`config.mk`:
```
export PLATFORM = sky130hd
export DESIGN_NAME = bus_port_endpoint
export DESIGN_NICKNAME = d
export VERILOG_FILES = /design/src/rtl/bus_port_pkg.sv /design/src/rtl/port_fifo.sv /design/src/rtl/bus_port_endpoint.sv
export SDC_FILE = /design/constraint.sdc
export NUM_CORES = 1
export LEC_CHECK = 0
export BUFFER_PORTS_ARGS = -buffer_cell sky130_fd_sc_hd__buf_2
export CAP_MARGIN = 20
export CELL_PAD_IN_SITES_DETAIL_PLACEMENT = 2
export CELL_PAD_IN_SITES_GLOBAL_PLACEMENT = 2
export CORE_UTILIZATION = 30
export CTS_CLUSTER_DIAMETER = 120
export DETAILED_ROUTE_END_ITERATION = 10
export HOLD_SLACK_MARGIN = 0.05
export PLACE_DENSITY_LB_ADDON = 0.1
export RECOVER_POWER = 25
export SYNTH_ARGS = -nofsm -noshare
export SYNTH_HDL_FRONTEND = slang
export SYNTH_HIERARCHICAL = 1
export SYNTH_SLANG_ARGS = --single-unit
```
`constraint.sdc`:
```
create_clock -name clock -period 3.6 [get_ports clock]
set_clock_uncertainty 0.15 [all_clocks]
set_input_delay 0.36 -clock clock [delete_from_list [all_inputs] [get_ports clock]]
set_output_delay 0.36 -clock clock [all_outputs]
set_load 0.02 [all_outputs]
```
`src/rtl/bus_port_pkg.sv`:
```
// Shared constants and helpers for the bus port endpoint.
// Error-flag bit positions are fixed so software and the bus monitor agree on them.
package bus_port_pkg;

    localparam int unsigned PCKG_SZ_DEF = 16;
    localparam int unsigned DEPTH_DEF   = 8;
    localparam int unsigned ID_W_DEF    = 8;

    // Widest packet dest_of() can take; callers zero-extend narrower packets.
    localparam int unsigned MAX_PCKG_SZ = 64;

    localparam int unsigned ERR_TX_OVF  = 0;
    localparam int unsigned ERR_RX_OVF  = 1;
    localparam int unsigned ERR_POP_UNF = 2;
    localparam int unsigned ERR_W       = 3;

    // Destination field sits in the top id_w bits of a pckg_sz-bit packet.
    function automatic logic [31:0] dest_of(input logic [MAX_PCKG_SZ-1:0] pkt,
                                            input int unsigned            pckg_sz,
                                            input int unsigned            id_w);
        logic [31:0] mask;
        mask = (id_w >= 32) ? '1 : ((32'd1 << id_w) - 32'd1);
        return 32'(pkt >> (pckg_sz - id_w)) & mask;
    endfunction

endpackage

```
`src/rtl/port_fifo.sv`:
```
// Show-ahead FIFO with occupancy count and overflow/underflow strobes.
// Pointers carry one extra wrap bit so full and empty are distinguishable.
// A write into a full FIFO is accepted when a read happens in the same cycle.
module port_fifo #(
    parameter int unsigned Width = 16,
    parameter int unsigned Depth = 8
) (
    input  logic                     clk_i,
    input  logic                     rst_ni,
    input  logic                     wr_i,
    input  logic [Width-1:0]         wr_data_i,
    input  logic                     rd_i,
    output logic [Width-1:0]         rd_data_o,
    output logic                     valid_o,
    output logic                     full_o,
    output logic [$clog2(Depth):0]   count_o,
    output logic                     ovf_o,
    output logic                     unf_o
);

    localparam int unsigned AddrW = $clog2(Depth);
    localparam int unsigned PtrW  = AddrW + 1;

    logic [PtrW-1:0]  wr_ptr_q, wr_ptr_d;
    logic [PtrW-1:0]  rd_ptr_q, rd_ptr_d;
    logic [Width-1:0] mem_q [Depth];
    logic [Width-1:0] mem_d [Depth];

    logic empty, full, rd_en, wr_en;

    // Status and handshake qualification from the current pointers.
    always_comb begin
        empty = (wr_ptr_q == rd_ptr_q);
        full  = (wr_ptr_q[AddrW] != rd_ptr_q[AddrW]) &&
                (wr_ptr_q[AddrW-1:0] == rd_ptr_q[AddrW-1:0]);
        rd_en = rd_i && !empty;
        wr_en = wr_i && (!full || rd_en);
    end

    // Next-state for storage and pointers.
    always_comb begin
        wr_ptr_d = wr_ptr_q;
        rd_ptr_d = rd_ptr_q;
        mem_d    = mem_q;
        if (wr_en) begin
            mem_d[wr_ptr_q[AddrW-1:0]] = wr_data_i;
            wr_ptr_d = wr_ptr_q + PtrW'(1);
        end
        if (rd_en) begin
            rd_ptr_d = rd_ptr_q + PtrW'(1);
        end
    end

    // State registers; reset discards every queued entry.
    always_ff @(posedge clk_i or negedge rst_ni) begin
        if (!rst_ni) begin
            wr_ptr_q <= '0;
            rd_ptr_q <= '0;
            mem_q    <= '{default: '0};
        end else begin
            wr_ptr_q <= wr_ptr_d;
            rd_ptr_q <= rd_ptr_d;
            mem_q    <= mem_d;
        end
    end

    // Outputs: head is forced to zero while empty so stale data never leaks.
    always_comb begin
        rd_data_o = empty ? '0 : mem_q[rd_ptr_q[AddrW-1:0]];
        valid_o   = !empty;
        full_o    = full;
        count_o   = wr_ptr_q - rd_ptr_q;
        ovf_o     = wr_i && !wr_en;
        unf_o     = rd_i && empty;
    end

endmodule

```
`src/rtl/bus_port_endpoint.sv`:
```
// Device-side endpoint of one bus port: TX FIFO feeding pndng/D_pop/pop,
// RX FIFO capturing push/D_push, sticky error flags.
// Optional macro BUS_PORT_ID_CHECK_EN: RX accepts only packets whose
// destination field equals PORT_ID and counts the rejects in id_drop_cnt.
module bus_port_endpoint
    import bus_port_pkg::*;
#(
    parameter int unsigned PCKG_SZ = PCKG_SZ_DEF,
    parameter int unsigned DEPTH   = DEPTH_DEF,
    parameter int unsigned PORT_ID = 0,
    parameter int unsigned ID_W    = ID_W_DEF
) (
    input  logic                     clock,
    input  logic                     reset,
    input  logic                     tx_wr,
    input  logic [PCKG_SZ-1:0]       tx_data,
    output logic                     tx_full,
    output logic [$clog2(DEPTH):0]   tx_count,
    output logic                     pndng,
    output logic [PCKG_SZ-1:0]       D_pop,
    input  logic                     pop,
    input  logic                     push,
    input  logic [PCKG_SZ-1:0]       D_push,
    output logic                     rx_valid,
    output logic [PCKG_SZ-1:0]       rx_data,
    input  logic                     rx_rd,
    output logic [$clog2(DEPTH):0]   rx_count,
    output logic [ERR_W-1:0]         err_flags
`ifdef BUS_PORT_ID_CHECK_EN
    ,
    output logic [15:0]              id_drop_cnt
`endif
);

    logic tx_ovf, tx_unf;
    logic rx_ovf, rx_unf_unused;
    logic rx_wr;

    logic [ERR_W-1:0] err_q, err_d;

`ifdef BUS_PORT_ID_CHECK_EN
    logic [MAX_PCKG_SZ-1:0] pkt_ext;
    logic                   id_match;
    logic [15:0]            drop_cnt_q, drop_cnt_d;

    // Destination filter: only packets addressed to this port reach the RX FIFO.
    always_comb begin
        pkt_ext                = '0;
        pkt_ext[PCKG_SZ-1:0]   = D_push;
        id_match               = (dest_of(pkt_ext, PCKG_SZ, ID_W) == PORT_ID);
        rx_wr                  = push && id_match;
    end

    // Saturating count of pushes rejected by the filter.
    always_comb begin
        drop_cnt_d = drop_cnt_q;
        if (push && !id_match && (drop_cnt_q != 16'hFFFF)) begin
            drop_cnt_d = drop_cnt_q + 16'd1;
        end
    end

    // Drop counter register.
    always_ff @(posedge clock or negedge reset) begin
        if (!reset) begin
            drop_cnt_q <= '0;
        end else begin
            drop_cnt_q <= drop_cnt_d;
        end
    end

    assign id_drop_cnt = drop_cnt_q;
`else
    // Without the filter every push is offered to the RX FIFO.
    always_comb begin
        rx_wr = push;
    end
`endif

    port_fifo #(
        .Width (PCKG_SZ),
        .Depth (DEPTH)
    ) u_tx_fifo (
        .clk_i     (clock),
        .rst_ni    (reset),
        .wr_i      (tx_wr),
        .wr_data_i (tx_data),
        .rd_i      (pop),
        .rd_data_o (D_pop),
        .valid_o   (pndng),
        .full_o    (tx_full),
        .count_o   (tx_count),
        .ovf_o     (tx_ovf),
        .unf_o     (tx_unf)
    );

    // RX has no full output at the top: the bus cannot be backpressured.
    logic rx_full_unused;

    port_fifo #(
        .Width (PCKG_SZ),
        .Depth (DEPTH)
    ) u_rx_fifo (
        .clk_i     (clock),
        .rst_ni    (reset),
        .wr_i      (rx_wr),
        .wr_data_i (D_push),
        .rd_i      (rx_rd),
        .rd_data_o (rx_data),
        .valid_o   (rx_valid),
        .full_o    (rx_full_unused),
        .count_o   (rx_count),
        .ovf_o     (rx_ovf),
        .unf_o     (rx_unf_unused)
    );

    // Sticky error flags; an empty-FIFO rx_rd is harmless and not reported.
    always_comb begin
        err_d              = err_q;
        err_d[ERR_TX_OVF]  = err_q[ERR_TX_OVF]  | tx_ovf;
        err_d[ERR_RX_OVF]  = err_q[ERR_RX_OVF]  | rx_ovf;
        err_d[ERR_POP_UNF] = err_q[ERR_POP_UNF] | tx_unf;
    end

    // Error flag register, cleared only by reset.
    always_ff @(posedge clock or negedge reset) begin
        if (!reset) begin
            err_q <= '0;
        end else begin
            err_q <= err_d;
        end
    end

    assign err_flags = err_q;

endmodule
```
# After elaboration in Yosys (flattened, before gate mapping)
# Cells that the tools add are included.
# W data, S select, Z words.
classes:
  n_addsub: 6
  order_cmp: 6
  n_eq_ne: 6
  mux: 14
  n_bitwise: 7
  reduce_logical: 19
ops:
  columns: ["op", "n"]
  rows:
  - ["$bwmux W128", 2]
  - ["$mux W16", 8]
  - ["$bmux W16 S3", 2]
  - ["$demux W16 S3", 2]
  - ["$add A4 B1 Y4 const B", 4]
  - ["$ge A4 B4 Y1 const B", 4]
  - ["$not A3 Y4", 4]
  - ["$logic_and A1 B1 Y1", 11]
  - ["$eq A4 B4 Y1", 2]
  - ["$lt A4 B1 Y1 const B", 2]
  - ["$sub A4 B4 Y4", 2]
  - ["$eq A3 B3 Y1", 2]
  - ["$logic_not A1 Y1", 6]
  - ["$or A1 B1 Y1", 3]
  - ["$logic_or A1 B1 Y1", 2]
  - ["$ne A1 B1 Y1", 2]
word_totals:
  regBits: 275
  output_inout_bits: 46

# Logic depth before layout (Yosys ltp)
depth:
  ltp_word: 8
  depth_mapped: 10
  depth_no_buf: 6

# By module
# The synthesis kept the hierarchy.
by_module_without_submodules:
  columns: ["mod", "instances", "cells_each", "area_per_inst_um2", "seq_area_each_um2"]
  rows:
  - ["port_fifo", 2, 423, 6470.0, 3403.3]
  - ["bus_port_endpoint", 1, 6, 93.8, 75.1]

# Worst setup path before layout
# OpenSTA, ideal clock, no wires.
synth_path:
  path_type: "reg2reg"
  from: "register u_rx_fifo.rd_ptr_q[1]"
  to: "register u_rx_fifo/mem_q[101] (netlist name)"
  setup_ns: 0.125
  arrival_ns: 2.510
  required_ns: 3.325
  setup_slack_ns: 0.815
  stages_incl_launch_ff: 11
  path_buffers: 4
  synth_period_minus_slack_ns: 2.785
  path_cell_list: "dfrtp_1 clkbuf_1 clkbuf_1 inv_1 ha_1 nand3_1 or3_1 buf_6 nand4b_4 buf_8 mux2_2"
synth_via:
  elab_chain_cells: 5
  word_cells_on_any_way: 8
  classes_between: "eq/ne (2); reduce/logical (6)"
synth_rtl:
  columns: ["item", "line_no", "source"]
  rows:
  - ["start, declared", "port_fifo.sv:25", "logic [PtrW-1:0] rd_ptr_q, rd_ptr_d;"]
  - ["start signal, assigned", "port_fifo.sv:62", "rd_ptr_q <= rd_ptr_d;"]
  - ["$eq A4 B4 Y1 / $eq A3 B3 Y1 (equally long branches)", "port_fifo.sv:33, port_fifo.sv:35", null]
  - ["$logic_not A1 Y1 / $logic_and A1 B1 Y1 (equally long branches)", "port_fifo.sv:36, port_fifo.sv:34", null]
  - ["$logic_and A1 B1 Y1 / $logic_not A1 Y1 (equally long branches)", "port_fifo.sv:36, port_fifo.sv:37", null]
  - ["$logic_or A1 B1 Y1 (*)", "port_fifo.sv:37", "wr_en = wr_i && (!full || rd_en);"]
  - ["$logic_and A1 B1 Y1 (*)", "port_fifo.sv:37", null]
  - ["end signal, assigned", "port_fifo.sv:63", "mem_q <= mem_d;"]
  - ["end, declared", "port_fifo.sv:26", "logic [Width-1:0] mem_q [Depth];"]
# Mark *: on every way between the ends. The rest lies on a longest branch, timed or not.
# A chain may end at the register's enable or synchronous reset.

# Worst setup path in the final report
layout_path:
  from: "register u_tx_fifo.wr_ptr_q[2]"
  to: "output port D_pop[12]"
layout_via:
  elab_chain_cells: 2
layout_rtl:
  columns: ["item", "line_no", "source"]
  rows:
  - ["start, declared", "port_fifo.sv:24", "logic [PtrW-1:0] wr_ptr_q, wr_ptr_d;"]
  - ["start signal, assigned", "port_fifo.sv:61", "wr_ptr_q <= wr_ptr_d;"]
  - ["$eq A4 B4 Y1", "port_fifo.sv:33", "empty = (wr_ptr_q == rd_ptr_q);"]
  - ["$mux W16", "port_fifo.sv:69", "rd_data_o = empty ? '0 : mem_q[rd_ptr_q[AddrW-1:0]];"]
  - ["end, declared", "bus_port_endpoint.sv:20", "output logic [PCKG_SZ-1:0] D_pop,"]
# Every way passes these cells.

==> impl_metrics.json <==
{
  "arrival_ns": 2.80,
  "h-tree-depth": 2,
  "design.core.area_sq_mm": 0.0424,
  "required_ns": 3.09,
  "portBuffers": 83,
  "final_area_sq_mm": 0.0154,
  "cts_tree": "yes",
  "clk_pin_slew_ns": 0.06,
  "r2r-start": "u_rx_fifo/wr_ptr_q[2]",
  "drv_slew": 0,
  "gp_congestion": 0.695,
  "dieWidth_microns": 210,
  "grt_pass1_vias": 8630,
  "ant_nets": 0,
  "setup_viol": 0,
  "power_switching_mw": 5.92,
  "vdd_ir_drop_max_v": 0.000517,
  "synthCells": 849,
  "drive_above_1_share_pct": 49.7,
  "row_count": 75,
  "layout.nets": 1021,
  "crit_fanout": 10,
  "post-route-min-period_ns": 3.31,
  "holdCritPathClass": "in2reg",
  "fin_util_pct": 36.4,
  "yosysWarnings": 6,
  "synth_area_per_cell_sq_um": 15.3,
  "rsz0062_at_grt": "false",
  "syn_nets": 899,
  "pwr-share-clk_pct": 21.4,
  "cts_root_buf": "clkbuf_16",
  "grt_pass1_wl_mm": 54.4,
  "status": "complete, no violations",
  "min_period_over_period_pct": 92.1,
  "p_sw_share_pct": 36.0,
  "p_leak_nw": 6.74,
  "vias_per_cell": 4.83,
  "initial_utilization_pct": 30.7,
  "grt_overflow": 0,
  "internal_power_mw": 10.5,
  "cts_made_buffers": 35,
  "rr_worst_depth": 5,
  "io_pins": 84,
  "finalSetupTns_ns": 0,
  "netlist_area_sq_mm": 0.0130,
  "clk_path_buf_depth": 3,
  "p_seq_share_pct": 33.7,
  "fp.dieH_microns": 210,
  "routed_wl_mm": 34.3,
  "cts.sinks": 275,
  "r2r_end": "u_rx_fifo/mem_q[45]",
  "hold_start": "tx_data[2]",
  "finalHoldViolCount": 0,
  "endpoint_kind": "output port",
  "grt_max_degree": 97,
  "cap_violations": 0,
  "fin_hold_ws_ns": 0.0711,
  "crit_path_start_kind": "register",
  "design.die.area_sq_mm": 0.0442,
  "synthToLayoutAreaGrowth_pct": 18.6,
  "maxSlewHeadroom_pct": 13.6,
  "combPwrFrac_pct": 44.9,
  "track_usage_pct": 16.3,
  "antenna_found_initial": 2,
  "power_density_mw_per_mm2": 1070,
  "dp.final_hpwl_mm": 20.2,
  "placed_cell_area_sq_mm": 0.0140,
  "hold_end": "u_tx_fifo/mem_q[82]",
  "r2r_setup_slack_ns": 0.69,
  "wl_per_cell_microns": 21.8,
  "clk_latency_ns": 0.52,
  "critPathLaunch": "u_tx_fifo/wr_ptr_q[2]",
  "min_path_cells": 2,
  "vias": 7594,
  "drc": 0,
  "crit_type": "reg2out",
  "dr.pass1.iters": 4,
  "post_cts_resized": 0,
  "tightest_slew_ns": 1.30,
  "fmax_mhz": 302,
  "first_iter_violations": 253
}
-- state kept, by name, indices dropped and copies added, names as in the netlist --
name	cells
u_tx_fifo/mem_q	128
u_rx_fifo/rd_ptr_q	4
u_rx_fifo/mem_q	128
u_tx_fifo/wr_ptr_q	4
u_rx_fifo/wr_ptr_q	4
err_flags	3
u_tx_fifo/rd_ptr_q	4
-- repair_timing --
| action | 4_1_cts | 5_1_grt |
|---|---|---|
| endpoints found under the hold margin | 309 | 0 |
| setup buffers | 0 | 0 |
| hold buffers | 33 | 0 |
-- metal layers --
layer / wire [microns] / vias up / global-route usage, %
met1: 15900 / 4077 / 22.0
met2: 16700 / 115 / 27.3
met3: 1020 / 46 / 2.70
met4: 648 / 2 / 4.20
li1: - / 3354 / -
met5: 13 / - / 0
-- cells in the final DEF (no fill, tap or decap), types with 3 or more instances in the layout --
cell type and count:
nand3_1 42, and3_1 4, nand2_1 6, nand3b_4 4
ha_1 10, dfrtp_1 271, clkbuf_16 37, or3_1 4
dfrtp_2 4, buf_2 81, clkinv_2 6, or2_1 3
o21ai_0 32, mux4_2 64, mux2_2 240, buf_4 17
mux2_4 18, clkbuf_8 8, clkbuf_1 10, xnor2_1 16
inv_1 47, and2_1 4, nand3_4 4, dlygate4sd3_1 33
-- stage by stage --
| stage | instances | setup slack [ns] | power [mW] |
|---|---|---|---|
| floorplan | 849 | 0.815 | 10.9 |
| global placement | 1478 | 0.728 | 13.0 |
| detailed placement | 1478 | 0.708 | 13.1 |
| CTS | 1571 | 0.211 | 16.8 |
| global route | 1572 | 0.0929 | 17.6 |
| finish | 1572 | 0.285 | 16.4 |
-- worst max-delay path: stages, from the launching register on --
cell and delay, ns:
dfrtp_1 0.64, ha_1 0.37, nand4_1 0.14, nand2_1 0.31, o21ai_0 0.56, buf_2 0.27
-- power groups by stage --
stage,logic (mW),registers (mW),clock network [mW]
final,7.39,5.54,3.52
after global placement,7.44,5.54,0
after global routing,8.08,5.74,3.79
after floorplan,5.63,5.23,0
after CTS,7.60,5.55,3.66
after detailed placement,7.54,5.59,0
-- final cells by class --
cell class | instances | area (sq um)
multi-input cells | 475 | 5590
repair buffers | 137 | 915
clock inverters | 8 | 90.1
diodes | 1 | 2.50
fillers | 4299 | 27000
flip-flops and latches | 275 | 6890
inverters | 47 | 176
clock buffers | 52 | 1060
well taps | 577 | 722
-- worst max-delay path by stage --
| stage | end | slack (ns) |
|---|---|---|
| 3_3_place_gp | u_tx_fifo/mem_q[38] | 0.73 |
| 3_5_place_dp | u_rx_fifo/mem_q[34] | 0.71 |
| 6_report | D_pop[12] | 0.29 |
| 4_1_cts | rx_data[1] | 0.21 |
| 5_1_grt | rx_data[1] | 0.09 |
| 2_1_floorplan | u_tx_fifo/mem_q[101] | 0.82 |
Note: power is estimated with default switching activity, not from simulation.
